<file path="src/rtl/sdram_frame_scheduler.sv">
// SDRAM burst scheduler for the camera-write / VGA-read frame-buffer path.
// Arbitrates one outstanding burst at a time between the write FIFO drain
// and the read FIFO fill, and rotates three frame buffers so the display
// only ever shows completely written camera frames.
module sdram_frame_scheduler #(
   parameter int unsigned BURST_LEN   = 256,
   parameter int unsigned FRAME_WORDS = 307200,
   parameter int unsigned BUF_STRIDE  = 524288,
   parameter int unsigned ADDR_W      = 23,
   parameter int unsigned LVL_W       = 10,
   parameter int unsigned RD_LOW      = 256,
   parameter int unsigned FIFO_DEPTH  = 512
) (
   input  logic              CLK,
   input  logic              RESET_N,
   input  logic [LVL_W-1:0]  wr_level,
   input  logic [LVL_W-1:0]  rd_level,
   input  logic              wr_frame_start,
   input  logic              rd_frame_start,
   output logic              cmd_valid,
   output logic              cmd_write,
   output logic [ADDR_W-1:0] cmd_addr,
   output logic [8:0]        cmd_len,
   input  logic              cmd_ready,
   input  logic              cmd_done,
   output logic [1:0]        wr_buf,
   output logic [1:0]        rd_buf,
   output logic [7:0]        drop_cnt,
   output logic              wr_overflow
);

   localparam int unsigned CNT_W = $clog2(FRAME_WORDS + 1);

   typedef enum logic [1:0] {IDLE, ISSUE, BUSY} state_t;

   state_t           state, state_nx;
   logic [CNT_W-1:0] wr_cnt, rd_cnt;
   logic [1:0]       ready_buf;
   logic             ready_valid;
   logic             pend_rd, pend_wr;
   logic             last_wr;

   // Post-event view of the frame state, valid in IDLE before arbitration
   logic             apply_rd, apply_wr, drop_inc;
   logic [1:0]       e_rd_buf, e_wr_buf, idx;
   logic [CNT_W-1:0] e_rd_cnt, e_wr_cnt;
   logic             e_ready_valid;
   logic [CNT_W-1:0] wr_rem, rd_rem, wr_len, rd_len;
   logic             wr_req, rd_req, grant, gnt_wr;

   // Apply pending frame events (read first, then write) and arbitrate
   always_comb begin
      apply_rd      = (state == IDLE) && (pend_rd || rd_frame_start);
      apply_wr      = (state == IDLE) && (pend_wr || wr_frame_start);
      e_rd_buf      = rd_buf;
      e_rd_cnt      = rd_cnt;
      e_ready_valid = ready_valid;
      e_wr_buf      = wr_buf;
      e_wr_cnt      = wr_cnt;
      drop_inc      = 1'b0;
      idx           = 2'd0;
      if (apply_rd) begin
         if (ready_valid) begin
            e_rd_buf      = ready_buf;
            e_ready_valid = 1'b0;
         end
         e_rd_cnt = '0;
      end
      if (apply_wr) begin
         drop_inc = (wr_cnt != '0) && (wr_cnt != CNT_W'(FRAME_WORDS));
         // Scan high to low so the lowest qualifying index wins
         for (int unsigned i = 0; i < 3; i++) begin
            idx = 2'(2 - i);
            if (idx != e_rd_buf && !(e_ready_valid && idx == ready_buf))
               e_wr_buf = idx;
         end
         e_wr_cnt = '0;
      end
      wr_rem = CNT_W'(FRAME_WORDS) - e_wr_cnt;
      rd_rem = CNT_W'(FRAME_WORDS) - e_rd_cnt;
      wr_len = (wr_rem > CNT_W'(BURST_LEN)) ? CNT_W'(BURST_LEN) : wr_rem;
      rd_len = (rd_rem > CNT_W'(BURST_LEN)) ? CNT_W'(BURST_LEN) : rd_rem;
      wr_req = (e_wr_cnt < CNT_W'(FRAME_WORDS)) && (CNT_W'(wr_level) >= wr_len);
      rd_req = (e_rd_cnt < CNT_W'(FRAME_WORDS)) && (rd_level < LVL_W'(RD_LOW));
      grant  = (state == IDLE) && (wr_req || rd_req);
      gnt_wr = wr_req && (!rd_req || !last_wr);
   end

   // State register
   always_ff @(posedge CLK or negedge RESET_N) begin
      if (!RESET_N) state <= IDLE;
      else          state <= state_nx;
   end

   // Next-state logic: grant -> present command -> wait for burst completion
   always_comb begin
      state_nx = state;
      unique case (state)
         IDLE:    if (grant)     state_nx = ISSUE;
         ISSUE:   if (cmd_ready) state_nx = BUSY;
         BUSY:    if (cmd_done)  state_nx = IDLE;
         default: state_nx = IDLE;
      endcase
   end

   // Output logic: command is offered only while in ISSUE
   always_comb begin
      cmd_valid = (state == ISSUE);
   end

   // Frame bookkeeping, counters and registered command fields
   always_ff @(posedge CLK or negedge RESET_N) begin
      if (!RESET_N) begin
         cmd_write   <= 1'b0;
         cmd_addr    <= '0;
         cmd_len     <= '0;
         wr_buf      <= 2'd0;
         rd_buf      <= 2'd1;
         ready_buf   <= 2'd2;
         ready_valid <= 1'b0;
         wr_cnt      <= '0;
         rd_cnt      <= '0;
         drop_cnt    <= '0;
         wr_overflow <= 1'b0;
         pend_rd     <= 1'b0;
         pend_wr     <= 1'b0;
         last_wr     <= 1'b1;
      end else begin
         pend_rd <= apply_rd ? 1'b0 : (pend_rd | rd_frame_start);
         pend_wr <= apply_wr ? 1'b0 : (pend_wr | wr_frame_start);
         if (wr_level == LVL_W'(FIFO_DEPTH)) wr_overflow <= 1'b1;
         if (state == IDLE) begin
            rd_buf      <= e_rd_buf;
            rd_cnt      <= e_rd_cnt;
            ready_valid <= e_ready_valid;
            wr_buf      <= e_wr_buf;
            wr_cnt      <= e_wr_cnt;
            if (drop_inc && drop_cnt != 8'hFF) drop_cnt <= drop_cnt + 8'd1;
            if (grant) begin
               last_wr   <= gnt_wr;
               cmd_write <= gnt_wr;
               if (gnt_wr) begin
                  cmd_addr <= ADDR_W'(e_wr_buf) * ADDR_W'(BUF_STRIDE) + ADDR_W'(e_wr_cnt);
                  cmd_len  <= 9'(wr_len);
               end else begin
                  cmd_addr <= ADDR_W'(e_rd_buf) * ADDR_W'(BUF_STRIDE) + ADDR_W'(e_rd_cnt);
                  cmd_len  <= 9'(rd_len);
               end
            end
         end else if (state == BUSY && cmd_done) begin
            if (cmd_write) begin
               wr_cnt <= wr_cnt + CNT_W'(cmd_len);
               if (wr_cnt + CNT_W'(cmd_len) == CNT_W'(FRAME_WORDS)) begin
                  ready_buf   <= wr_buf;
                  ready_valid <= 1'b1;
               end
            end else begin
               rd_cnt <= rd_cnt + CNT_W'(cmd_len);
            end
         end
      end
   end

endmodule
</file>
<file path="config.mk">
export PLATFORM = sky130hd
export DESIGN_NAME = sdram_frame_scheduler
export DESIGN_NICKNAME = d
export VERILOG_FILES = /design/src/rtl/sdram_frame_scheduler.sv
export SDC_FILE = /design/constraint.sdc
export NUM_CORES = 1
export LEC_CHECK = 0
export BUFFER_PORTS_ARGS = -buffer_cell sky130_fd_sc_hd__buf_2
export CAP_MARGIN = 30
export CORE_MARGIN = 1
export CORE_UTILIZATION = 55
export DETAILED_ROUTE_END_ITERATION = 7
export PLACE_DENSITY = 0.76
export SLEW_MARGIN = 20
export SYNTH_ARGS = -nofsm -noshare
export SYNTH_HDL_FRONTEND = slang
export SYNTH_SLANG_ARGS = --single-unit
</file>
<file path="constraint.sdc">
create_clock -name CLK -period 6.8 [get_ports CLK]
set_input_delay 1.36 -clock CLK [delete_from_list [all_inputs] [get_ports CLK]]
set_output_delay 1.36 -clock CLK [all_outputs]
set_load 0.01 [all_outputs]
</file>
==> results of run 1 <==
[final cells by class]
| type | instances | share of cell area [%] |
|---|---|---|
| Tap cell | 143 | 2.47 |
| Multi-Input combinational cell | 636 | 55.5 |
| Inverter | 23 | 1.19 |
| Clock inverter | 7 | 1.05 |
| Sequential cell | 90 | 31.1 |
| Timing Repair Buffer | 71 | 5.52 |
| Clock buffer | 9 | 3.11 |
[synthesized netlist by cell type (3+ instances only)]
| library cell | number |
|---|---|
| nand3_1 | 36 |
| nand3b_1 | 5 |
| nor2b_1 | 5 |
| buf_4 | 4 |
| a21boi_0 | 5 |
| o21bai_1 | 4 |
| nand2_1 | 102 |
| nor3_1 | 14 |
| a211o_1 | 3 |
| a21oi_1 | 33 |
| o21ai_0 | 84 |
| nor3b_1 | 3 |
| o31ai_1 | 6 |
| and3_1 | 3 |
| xnor2_1 | 18 |
| a211oi_1 | 6 |
| mux2_2 | 4 |
| clkbuf_1 | 42 |
| o211ai_1 | 10 |
| mux2i_1 | 14 |
| a31oi_1 | 26 |
| inv_1 | 23 |
| or3_1 | 13 |
| buf_6 | 3 |
| dfrtp_1 | 87 |
| dfstp_2 | 3 |
| or4_1 | 5 |
| ha_1 | 31 |
| nor4_1 | 8 |
| and2_1 | 10 |
| o21ai_1 | 3 |
| xor2_1 | 15 |
| o21a_1 | 11 |
| a22oi_1 | 5 |
| a41o_1 | 3 |
| nand4_1 | 16 |
| or2_2 | 7 |
| o311ai_0 | 3 |
| nand2b_1 | 7 |
| nor2_1 | 62 |
| a2111oi_0 | 4 |
| a21o_1 | 5 |
| and4_1 | 5 |
[critical path: stages]
cell and delay (ns):
buf_2 0.12, o21ai_4 0.19, nand2_1 0.11, ha_1 0.39
nand3b_1 0.17, mux2i_1 0.07, a2111oi_0 0.40, o311a_1 0.25
and4_1 0.59, nand2_1 0.15, ha_1 0.31, o21a_1 0.16
o21ai_0 0.21, o21ai_0 0.13, a211oi_1 0.28, buf_4 0.19
nor2_1 0.08, o21ai_4 0.47, buf_4 0.40, a22oi_1 0.14
o21a_1 0.14
[through the flow]
step	power, mW	setup WS [ns]	utilization, %	hold slack, ns	std cells
after floorplan	1.07	0.705	-	0.477	805
after global placement	1.23	0.653	59.8	0.448	961
after detailed placement	1.26	0.409	59.8	0.465	961
after CTS	1.78	0.760	62.4	0.481	977
after global routing	1.88	0.297	62.7	0.505	979
final	1.79	0.723	62.7	0.474	979
[power by group through the flow]
stage | clock network (mW) | registers, mW | logic [mW]
after detailed placement | 0 | 0.665 | 0.592
after global routing | 0.553 | 0.664 | 0.665
after CTS | 0.532 | 0.655 | 0.597
final | 0.523 | 0.658 | 0.609
after global placement | 0 | 0.660 | 0.575
after floorplan | 0 | 0.650 | 0.419
[state kept, by name (all words and copies together) (netlist names)]
register / count
cmd_write: 1
wr_overflow: 1
drop_cnt: 8
wr_buf: 2
cmd_len: 9
ready_buf: 2
pend_rd: 1
rd_cnt: 19
last_wr: 1
wr_cnt: 19
ready_valid: 1
state: 2
cmd_addr: 21
rd_buf: 2
pend_wr: 1
[kinds of logic (layout without fill, tap and decap cells)]
family	after synthesis	count (layout)	synth area share [%]
AND/OR/NAND/NOR	315	315	24.0
AO/OA/AOI/OAI	234	234	22.6
flip-flops	90	90	34.2
buffers and inverters	79	110	5.46
adder cells (fa/ha/maj)	33	33	6.48
XOR/XNOR	33	33	4.38
multiplexers	18	18	2.80
other	2	3	0.114
[per-layer routing]
metal,global-route usage [%],vias up,routed length (um)
met4,8.83,0,310
met1,41.2,2980,8080
met2,48.0,217,8520
li1,-,2973,-
met3,6.10,31,1220
met5,0,-,0
[how the worst max path moves through the flow]
stage / end / cells after the start
floorplan: cmd_len[7] / 24
global placement: cmd_len[8] / 22
detailed placement: cmd_len[8] / 21
CTS: cmd_len[8] / 21
global route: cmd_len[8] / 21
finish: cmd_len[8] / 21
==> impl_metrics.py, run 1 <==
metrics = {
    "power": {
        "seqPwrFrac_pct": 36.7,
        "ir_drop_mv": 0.143,
        "swShare_pct": 40.5,
        "cellPowerDensity_nw_per_um2": 247,
        "power_leakage_nw": 3.29,
        "switchingPower_uw": 724,
        "cell_internal_pwr_mw": 1.07,
        "pwr-share-clk_pct": 29.2,
        "comb_power_share_pct": 34.0,
    },
    "cells_and_area": {
        "layout-drive-gt1-share_pct": 13.8,
        "multi_input_area_um2": 4020,
        "stdcell_area_um2": 7250,
        "ff_latch_area_um2": 2260,
        "antenna_cells": 0,
        "syn2layout_area_growth_pct": 9.72,
        "layout_commonest_cell": "nand2_1",
        "layout_common_cells": "nand2_1, dfrtp_1, o21ai_0",
        "fillers": 1007,
        "nNetsFinal": 890,
    },
    "floorplan": {
        "die_y_um": 112,
        "die_w_um": 112,
        "ios": 73,
        "row_count": 39,
        "die_area_um2": 12500,
        "core_um2": 11600,
        "initial_core_util_pct": 57.1,
    },
    "route": {
        "totalWireLength_um": 18100,
        "wl_per_cell_um": 18.5,
        "vias": 6201,
        "vias_per_cell": 6.33,
        "ant_nets": 0,
        "dr.pass1.iters": 8,
        "drc": 3,
        "drtIter0Drc": 684,
    },
    "clock_tree": {
        "clk_pin_slew_ns": 0.07,
        "clkLatencyLatePin_ns": 0.36,
        "cts_resized": 0,
        "cts.path.max_buffers": 2,
        "cts_htree_levels": 3,
        "cts_hold_buf": 0,
        "cts_made_buffers": 9,
        "cts_root_buf": "clkbuf_16",
        "post_cts_buffers": 0,
        "cts_sinks": 90,
        "cts_tree": "yes",
    },
    "timing": {
        "relSlewSlack_pct": 46.4,
        "final-hold-violation-count": 0,
        "maxSlewViolCount": 0,
        "max_freq_mhz": 165,
        "worst_pin_slew_ns": 0.802,
        "rsz0062_at_grt": "false",
        "period_share_pct": 89.4,
        "fin_crit_ns": 6.08,
        "setup_viol": 0,
        "skew_ns": 0.00840,
        "tns_ns": 0,
    },
    "grt": {
        "grt_antenna_before_repair": 0,
        "grt_pass1_wl_um": 29700,
        "grt_pass1_vias": 5858,
        "grt_util_all_layers_pct": 30.0,
        "grt_max_degree": 76,
        "grt_overflow_total": 0,
    },
    "setup_path": {
        "worstPathRequired_ns": 7.06,
        "worstPathMaxFanout": 32,
        "r2r-start": "state[1]",
        "startpoint_type": "input port",
        "reg2regPathDepth": 21,
        "worstSetupStartpoint": "wr_frame_start",
        "rr_endpoint": "cmd_len[8]",
        "rrSetupSlack_ns": 1.07,
        "cp.arrival_ns": 6.33,
        "critPathCaptureType": "flop",
        "critPathKind": "input port to flop",
    },
    "synthesis": {
        "synthCells": 804,
        "yosys-top-cells-area": "dfrtp_1, o21ai_0, ha_1",
        "synth_top_flop_cell": "dfrtp_1",
        "synth-seq-cells": 90,
        "netlist_area_um2": 6610,
        "yosys.area.top_type": "dfrtp_1",
        "async_flop_share_pct": 100,
        "synth.top_cell.area_share_pct": 33.0,
        "yosysWarnings": 0,
        "synth-edff-count": 0,
        "synth.distinct_cells": 79,
        "avgSynthCellArea_um2": 8.22,
        "ys_seq_area_share_pct": 34.2,
    },
    "min_path": {
        "holdPathStages": 1,
        "min_from": "wr_overflow",
        "hold_end": "wr_overflow",
        "hold_path_class": "flop to flop",
    },
    "placement": {
        "dpl_cell_area_um2": 6910,
        "portBuffers": 62,
        "gp_congestion": 0.901,
        "dp_hpwl_um": 13000,
    },
    "outcome": {
        "status": "finished, violations left",
        "failed_checks": "design-rule violations",
    },
    "job": {
        "cap_violations": 0,
    },
}
Power figures use the tool's default switching activity.
==> inputs of run 2 (changes only) <==
--- a/config.mk
+++ b/config.mk
@@ -11,6 +11,7 @@
 export CORE_UTILIZATION = 55
 export DETAILED_ROUTE_END_ITERATION = 7
 export PLACE_DENSITY = 0.76
+export RECOVER_POWER = 50
 export SLEW_MARGIN = 20
 export SYNTH_ARGS = -nofsm -noshare
 export SYNTH_HDL_FRONTEND = slang
==> run 2 against run 1 <==
  * The run ends with design-rule violations, max-capacitance violations, max-slew violations left
  * Non-clock buffer count did not move
  * Flip-flop and latch count did not move
  * Combinational power fell by 0.7%
  * Routed wire length fell by 0.12%
  * Cell count did not move
  * Setup slack got worse by 0.00080 ns
  * Hold slack improved by 0.0049 ns
  * Total power fell by 0.17%
  * Critical endpoint unchanged
  * Largest cell class unchanged
  * Largest power group unchanged
==> impl_metrics.py, run 2 (synthesized netlist as in run 1, its figures left out) <==
metrics = {
    "outcome": {
        "status": "finished, violations left",
        "failed_checks": "design-rule violations, max-capacitance violations, max-slew violations",
    },
    "floorplan": {
        "die_y_um": 112,
        "die_area_um2": 12500,
        "die_w_um": 112,
        "ios": 73,
        "row_count": 39,
        "core_um2": 11600,
        "initial_core_util_pct": 57.1,
    },
    "setup_path": {
        "rrSetupSlack_ns": 1.07,
        "slowest_stage": "and4_1",
        "critPathKind": "input port to flop",
        "cp_cell_sequence": "clkbuf_1, o21ai_4, nand2_1, ha_1, nand2_1, a2111oi_0, o311a_1, and4_1, nand2_1, ha_1, o21a_1, o21ai_0, o21ai_0, a211oi_1, buf_4, nor2_1, o21ai_4, buf_4, a22oi_1, o21a_1",
        "r2r-start": "state[1]",
        "critPathCaptureType": "flop",
        "startpoint_type": "input port",
        "rr_endpoint": "cmd_len[8]",
        "worstPathMaxFanout": 32,
        "worstSetupStartpoint": "wr_frame_start",
        "cp.arrival_ns": 6.33,
        "endpoint": "cmd_len[8]",
        "worstPathRequired_ns": 7.05,
        "crit_top_cell": "nand2_1",
        "slowest_delay_ns": 0.58,
        "reg2regPathDepth": 21,
    },
    "cells_and_area": {
        "layoutNonFillerInstCount": 979,
        "regMostFlops": "cmd_addr",
        "antenna_cells": 0,
        "layout_common_cells": "nand2_1, dfrtp_1, o21ai_0",
        "nNetsFinal": 890,
        "syn2layout_area_growth_pct": 8.98,
        "top_regs": "cmd_addr x21, rd_cnt x19, wr_cnt x19",
        "layout-drive-gt1-share_pct": 11.6,
        "layout_commonest_cell": "nand2_1",
        "final_core_util_pct": 62.2,
        "largest_reg_flops": 21,
    },
    "timing": {
        "period_share_pct": 89.4,
        "max_freq_mhz": 165,
        "worst_pin_slew_ns": 2.84,
        "final-hold-violation-count": 0,
        "tns_ns": 0,
        "rsz0062_at_grt": "false",
        "fin_crit_ns": 6.08,
        "maxSlewViolCount": 53,
        "skew_ns": 0.00804,
        "postLayoutSetupSlackWorst_ns": 0.722,
        "relSlewSlack_pct": -89.1,
        "setup_viol": 0,
    },
    "min_path": {
        "hold_path_class": "flop to flop",
    },
    "clock_tree": {
        "cts_made_buffers": 9,
        "cts_tree": "yes",
        "post_cts_buffers": 0,
        "cts_resized": 0,
        "cts_root_buf": "clkbuf_16",
        "clk_pin_slew_ns": 0.07,
        "clkLatencyLatePin_ns": 0.36,
        "cts_sinks": 90,
        "cts_hold_buf": 0,
        "cts_htree_levels": 3,
        "cts.path.max_buffers": 2,
    },
    "placement": {
        "post-place-ws_ns": 0.409,
        "gp_congestion": 0.901,
        "portBuffers": 62,
        "dp_cells": 961,
        "dp_hpwl_um": 13000,
    },
    "route": {
        "ant_nets": 0,
        "drc": 3,
        "drtIter0Drc": 700,
        "dr.pass1.iters": 7,
        "vias": 6192,
        "wl_per_cell_um": 18.5,
        "vias_per_cell": 6.32,
        "totalWireLength_um": 18100,
    },
    "grt": {
        "grt_pass1_wl_um": 29700,
        "grt_antenna_before_repair": 0,
        "grt_max_degree": 76,
        "grt_pass1_vias": 5858,
        "grt_util_all_layers_pct": 30.0,
        "grt_overflow_total": 0,
    },
    "power": {
        "totalPowerFinal_mw": 1.79,
        "power_leakage_nw": 3.21,
        "cellPowerDensity_nw_per_um2": 248,
        "ir_drop_mv": 0.143,
    },
    "job": {
        "cap_violations": 1,
    },
}
==> run 2: final cells by class <==
type	instances	area, um^2
Tap cell	143	179
Timing Repair Buffer	71	352
Multi-Input combinational cell	636	4020
Clock inverter	7	76.3
Inverter	23	86.3
Clock buffer	9	225
Fill cell	1017	4370
Sequential cell	90	2260
==> run 2: worst min path at each step <==
stage / startpoint / to / slack, ns / cells after the start
after CTS: wr_overflow / wr_overflow / 0.48 / 1
after global routing: cmd_addr[1] / cmd_addr[1] / 0.51 / 2
final: wr_overflow / wr_overflow / 0.48 / 1
after floorplan: pend_wr / pend_wr / 0.48 / 2
after global placement: wr_overflow / wr_overflow / 0.45 / 1
after detailed placement: wr_overflow / wr_overflow / 0.47 / 1
==> run 2: critical path, delay by kind of cell <==
family                   cells  cell delay (ns)
AO/OA/AOI/OAI               10             2.41
AND/OR/NAND/NOR              5             1.00
adder cells (fa/ha/maj)      2             0.81
buffers and inverters        3             0.74
==> run 2: per-stage QoR <==
step	hold WS (ns)	area (um^2)
2_1_floorplan	0.477	6610
3_3_place_gp	0.448	6910
3_5_place_dp	0.465	6910
4_1_cts	0.481	7210
5_1_grt	0.508	7200
6_report	0.479	7200
==> run 2: per-layer routing <==
layer	vias up	GRT usage (%)	part of all wire (%)	wire [um]
met3	26	6.10	6.4	1150
met5	-	0	0	0
met4	0	8.83	1.6	285
met2	196	48.0	47	8550
li1	2970	-	-	-
met1	3000	41.2	45	8120
==> run 2: power breakdown <==
part	switching [mW]	leakage (nW)	internal (mW)
sequential	0.0688	1.22	0.589
clock	0.236	0.142	0.288
combinational	0.419	1.85	0.186
total	0.724	3.21	1.06
